<file path="config.mk">
export PLATFORM = sky130hd
export DESIGN_NAME = f4_sched
export DESIGN_NICKNAME = d
export VERILOG_FILES = /design/src/rtl/f4_sched_pkg.sv /design/src/rtl/f4_unit.sv /design/src/rtl/f4_sched.sv
export SDC_FILE = /design/constraint.sdc
export NUM_CORES = 1
export LEC_CHECK = 0
export CORE_MARGIN = 5
export CORE_UTILIZATION = 37
export DETAILED_ROUTE_END_ITERATION = 8
export GPL_TIMING_DRIVEN = 1
export PLACE_DENSITY = 0.76
export SYNTH_ARGS = -nofsm -noshare
export SYNTH_HDL_FRONTEND = slang
export SYNTH_SLANG_ARGS = --single-unit
</file>
<file path="constraint.sdc">
create_clock -name clk -period 1 [get_ports clk]
set_input_delay 0.2 -clock clk [delete_from_list [all_inputs] [get_ports clk]]
set_output_delay 0.2 -clock clk [all_outputs]
set_load 0.005 [all_outputs]
</file>
<file path="src/rtl/f4_sched_pkg.sv">
// f4_sched_pkg: state and op encodings shared by the f4 scheduler and its logic unit.
package f4_sched_pkg;
   localparam logic [1:0] ST_IDLE = 2'd0;
   localparam logic [1:0] ST_EXEC = 2'd1;
   localparam logic [1:0] ST_DONE = 2'd2;
   localparam logic OP_AND = 1'b1;
   localparam logic OP_OR  = 1'b0;
endpackage

</file>
<file path="src/rtl/f4_unit.sv">
// f4_unit: combinational W-bit selectable logic unit (AND when chave=OP_AND, else OR).
module f4_unit
   import f4_sched_pkg::*;
#(
   parameter int W = 4
) (
   input  logic [W-1:0] a,
   input  logic [W-1:0] b,
   input  logic         chave,
   output logic [W-1:0] s
);
   always_comb s = (chave == OP_AND) ? (a & b) : (a | b);
endmodule

</file>
<file path="src/rtl/f4_sched.sv">
// f4_sched: two-requester scheduler for one shared f4_unit (IDLE -> EXEC -> DONE).
// Define F4_ROUND_ROBIN_EN for last-served tie-break; otherwise requester 0 has fixed priority.
module f4_sched
   import f4_sched_pkg::*;
#(
   parameter int W = 4
) (
   input  logic         clk,
   input  logic         reset,
   input  logic         req0,
   input  logic         req1,
   input  logic [W-1:0] a0,
   input  logic [W-1:0] b0,
   input  logic [W-1:0] a1,
   input  logic [W-1:0] b1,
   input  logic         chave0,
   input  logic         chave1,
   output logic         gnt0,
   output logic         gnt1,
   output logic         done0,
   output logic         done1,
   output logic [W-1:0] result,
   output logic         busy
);
   logic [1:0]   state;
   logic         owner;
   logic         win;
   logic         sel;
   logic [W-1:0] opa;
   logic [W-1:0] opb;
   logic [W-1:0] s;

`ifdef F4_ROUND_ROBIN_EN
   logic last;
   assign win = (req0 && req1) ? ~last : ~req0;
   always_ff @(posedge clk)
      if (reset) last <= 1'b1;
      else if (state == ST_DONE) last <= owner;
`else
   assign win = ~req0;
`endif

   f4_unit #(.W(W)) u_unit (.a(opa), .b(opb), .chave(sel), .s(s));

   always_ff @(posedge clk)
      if (reset) begin
         state  <= ST_IDLE;
         owner  <= 1'b0;
         sel    <= OP_OR;
         opa    <= '0;
         opb    <= '0;
         result <= '0;
      end else begin
         case (state)
            ST_IDLE:
               if (req0 || req1) begin
                  owner <= win;
                  opa   <= win ? a1 : a0;
                  opb   <= win ? b1 : b0;
                  sel   <= win ? chave1 : chave0;
                  state <= ST_EXEC;
               end
            ST_EXEC: begin
               result <= s;
               state  <= ST_DONE;
            end
            default: state <= ST_IDLE;
         endcase
      end

   // Outputs decode registered state/owner only, so req never reaches gnt combinationally.
   assign busy  = state != ST_IDLE;
   assign gnt0  = busy && !owner;
   assign gnt1  = busy && owner;
   assign done0 = (state == ST_DONE) && !owner;
   assign done1 = (state == ST_DONE) && owner;
endmodule

</file>
# Word level (Yosys, flattened, before mapping)

Index checks and enable logic that the tools add are counted.

Flip-flop bits (word level): 16
Latch bits: 0
Bits in writable memories: 0
ROM bits: 0
Bits of input ports: 22
Word-level logic and storage cells: 27
Memories kept: 0

Add/subtract/negate cells: 0
$mul: 0
Divide/modulo/power cells: 0
$lt $le $gt $ge: 0
Equal/unequal tests: 3
Shift-type cells: 0
Multiplexer cells: 6
Bitwise logic cells: 3
Reduce and logical (&&, ||, !) cells: 9

Operators by type and width:

| operator             | number |
|---|---|
| $mux W4              | 3 |
| $and A4 B4 Y4        | 1 |
| $logic_and A1 B1 Y1  | 4 |
| $or A4 B4 Y4         | 1 |
| $pmux W2 S2          | 1 |
| $eq A2 B1 Y1 const B | 1 |
| $eq A2 B2 Y1 const B | 1 |
| $logic_not A2 Y1     | 1 |
| $mux W2              | 1 |
| $ne A2 B2 Y1 const B | 1 |
| $reduce_and A2 Y1    | 1 |
| $reduce_bool A2 Y1   | 1 |
| $logic_not A1 Y1     | 1 |
| $logic_or A1 B1 Y1   | 1 |
| $mux W1              | 1 |
| $not A1 Y1           | 1 |

# Longest topological paths before layout

Word-level depth: 3
Gate-level depth with buffers: 5
Gate-level depth less buffers: 3

# Hierarchy

From an unflattened synthesis, not the netlist that was laid out.

Cells, all modules: 75
Area, all modules: 794.5 µm²

By module, submodules not included:

| module   | instances | cells each | area an instance (µm²) |
|---|---|---|---|
| f4_sched | 1         | 70         | 745.7 |
| f4_unit  | 1         | 5          | 48.8 |

# Worst setup path after synthesis

OpenSTA, ideal clock, no wires.

Kind: input to register
From: in req0
To: reg state[0]
Setup time: 0.114 ns
Arrival time: 0.952 ns
Required time: 0.886 ns
Path slack: -0.065 ns
Stages: 5
Buffers on the path: 2
Cells stage by stage: or2_1 -> buf_6 -> and2_4 -> buf_6 -> nor2b_1

Longest elaborated chain between the ends: 2

RTL lines:

| element                       | RTL line       | RTL |
|---|---|---|
| start, declared               | f4_sched.sv:10 | `input logic req0,` |
| $logic_or A1 B1 Y1            | f4_sched.sv:56 | `if (req0 \|\| req1) begin` |
| $ne A2 B2 Y1 (no source line) | n/a            |  |
| end signal, assigned          | f4_sched.sv:61 | `state <= ST_EXEC;` |
| end signal, assigned          | f4_sched.sv:65 | `state <= ST_DONE;` |
| end signal, assigned          | f4_sched.sv:67 | `default: state <= ST_IDLE;` |
| end, declared                 | f4_sched.sv:25 | `logic [1:0] state;` |

Every way passes these cells.
A chain may end at the register's enable or synchronous reset.

# Worst setup path in the final report

From: reg state[0]
To: out done0

Longest elaborated chain between the ends: 2

RTL lines:

| element                | RTL line       | RTL |
|---|---|---|
| start signal, assigned | f4_sched.sv:47 | `state <= ST_IDLE;` |
| start signal, assigned | f4_sched.sv:61 |  |
| start signal, assigned | f4_sched.sv:65 |  |
| $eq A2 B2 Y1           | f4_sched.sv:75 | `assign done0 = (state == ST_DONE) && !owner;` |
| $logic_and A1 B1 Y1    | f4_sched.sv:75 |  |
| end, declared          | f4_sched.sv:20 | `output logic done0,` |

Every way passes these cells.

==> impl_metrics.yaml <==
setup_path:
  end_kind: "primary output"
  rrSetupSlack_ps: -220
  crit_path_max_fanout: 3
  reg2reg_to: "opb[1]$_SDFFE_PP0P_"
  crit_path_start_kind: "flop"
  rr_startpoint: "state[1]$_SDFFE_PP0P_"
  critPathRequiredTime_ps: 800
  cp.arrival_ps: 1060
  critPathKind: "reg2out"
  r2r_cells: 6
place:
  gp_congestion: 0.7468
  io_buffers: 30
  dp.cells: 137
  place_ws_ps: -443.4
  dp_hpwl_um: 1437
synth:
  synth-warning-count: 0
  synth_cell_types: 19
  synthMuxAreaShare_pct: 11.52
  synth_fa_ha_area_share_pct: 0
  synth-xor-area-share_pct: 0
  yosys.area_share.simple_pct: 12.32
  syn_inst: 79
  syn-cell-area_um2: 782.0
  ys_seq_elements: 16
  seq_area_frac_synth_pct: 40.96
  synth_compound_area_share_pct: 28.80
  synth.avg_cell_area_um2: 9.899
  synth_top_family_by_area: "compound AO/OA/AOI/OAI gates"
  synthesis.nets: 101
timing:
  rsz0062_at_grt: "true"
  hold_slack_ps: 495.3
  clock.fmax_ghz: 0.7915
  slew_headroom_pct: 85.74
  setup_slack_ps: -263.5
  min_period_over_period_pct: 126.3
  tightest_slew_ps: 208.0
  finalSetupViolations: 20
  fin_worst_skew_ps: 1.991
  hold_viol: 0
  fin_crit_ps: 1263
  maxSlewViolCount: 0
outcome:
  violations: "setup timing"
  outcome: "finished with violations"
cells_and_area:
  fin_util_pct: 63.76
  final_cell_mix: "clkdlybuf4s50_1 (21), a211oi_2 (10), mux2i_1 (9), dfxtp_1 (9)"
  diodes: 0
  nFillCells: 168
  drive_above_1_share_pct: 42.62
  fin_cells: 149
  final_common_cell: "clkdlybuf4s50_1"
  nNetsFinal: 145
  area_growth_pct: 61.60
clock_tree:
  cts.htree.levels: 1
  numCtsBuffers: 3
  cts_tree: "built"
  insertion_delay_ps: 280
  ctsHoldBuffers: 0
  cts-root-buf: "clkbuf_4"
  clk_pin_slew_ps: 100
  cts.sinks: 16
  clockBufferDepth: 2
job:
  drv_cap: 0
pwr:
  leakagePower_nw: 0.5230
  p_total_mw: 1.724
  cellPowerDensity_nw_per_um2: 1364
  vdd_drop_max_uv: 656.1
drt:
  detail_route.iter0.violations: 13
  drt_pre_antenna_iters: 4
  drt-total-wl_um: 2196
  drc: 0
  num_vias: 785
  via_per_inst: 5.268
  final_antenna_net_count: 0
  wl_per_cell_um: 14.74
grt:
  grt_max_degree: 17
  grt_use_total_pct: 14.61
  grt_pass1_wl_um: 3767
  overflow: 0
  grt_pass1_vias: 848
  antenna_found_initial: 0
floorplanning:
  row_count: 16
  start_util_pct: 39.46
  io_pins: 31
  die_y_um: 55.97
  core_um2: 1982
  die_area_um2: 3133
  die_x_um: 55.97
worst_hold_path:
  hold_depth: 2
  min_to: "result[3]$_SDFFE_PP0N_"
  hp-start: "opa[3]$_SDFFE_PP0P_"
  hold_path_class: "reg2reg"
[metrics by stage]
step	TNS [ps]	cell area, µm²
floorplan	-634.2	782.0
global placement	-5676	1139
detailed placement	-5999	1139
CTS	-3471	1234
global route	-4965	1264
finish	-3818	1264
[synthesized netlist by cell type (all sizes together)]
cell type | number | area, µm²
nor3b | 1 | 7.510
nor2 | 6 | 25.03
a21oi | 10 | 50.05
and2 | 1 | 8.760
dfxtp | 16 | 320.3
nor2b | 4 | 25.02
and3b | 1 | 8.760
inv | 2 | 7.500
o21ai | 4 | 20.02
nand2 | 4 | 15.01
a311oi | 4 | 35.03
buf | 6 | 42.54
a211oi | 10 | 120.1
or2 | 1 | 6.260
mux2i | 9 | 90.09
[final cells by class]
type                    instances  area, µm²  area share (%)
multi-input cells              56      446.7           35.35
repair buffers                 44      405.4           32.08
flip-flops and latches         16      334.1           26.44
clock buffers                   4      36.28           2.871
well taps                      27      33.78           2.673
inverters                       2      7.507          0.5941
[how the worst max path moves through the flow]
stage,slack (ps),end,from
after floorplan,-70,state[0]$_SDFFE_PP0P_,req0
after global placement,-420,opa[3]$_SDFFE_PP0P_,req0
after detailed placement,-440,opa[0]$_SDFFE_PP0P_,req0
after CTS,-270,done0,state[0]$_SDFFE_PP0P_
after global routing,-300,done0,state[0]$_SDFFE_PP0P_
final,-260,done0,state[0]$_SDFFE_PP0P_
[registers in the layout, summed over array words and instances (netlist names)]
name	cells
result	4
sel	1
opa	4
owner	1
state	2
opb	4
[what timing repair did]
action | 4_1_cts | 5_1_grt
endpoints found under the setup margin | 24 | 21
resized for setup | 55 | 6
gates cloned | 2 | 0
pin swaps | 5 | 2
setup buffers | 5 | 1
[kinds of logic (layout without fill, tap and decap cells)]
logic type             count (synthesis)  in the layout
flip-flops                            16             16
buffers and inverters                  8             50
multiplexers                           9              9
AND/OR/NAND/NOR                       18             19
AO/OA/AOI/OAI                         28             28
[power breakdown]
group / switching, mW / total [mW] / internal, mW
sequential: 0.0471 / 0.755 / 0.708
combinational: 0.231 / 0.536 / 0.305
clock: 0.211 / 0.433 / 0.222
total: 0.489 / 1.72 / 1.24
[worst max-delay path, stage by stage (launching register included)]
cell     delay (ps)
dfxtp_4         370
buf_6           110
nor3b_2         160
buf_2           140
[per-layer routing]
metal,vias up,wire (µm),share of wire [%],global-route usage (%)
li1,375,-,-,-
met3,2,168,7.7,5.568
met4,0,10,0.46,5.085
met5,-,0,0,0
met2,30,1164,53,25.21
met1,378,853,39,16.25
(Power assumes the default switching activity.)
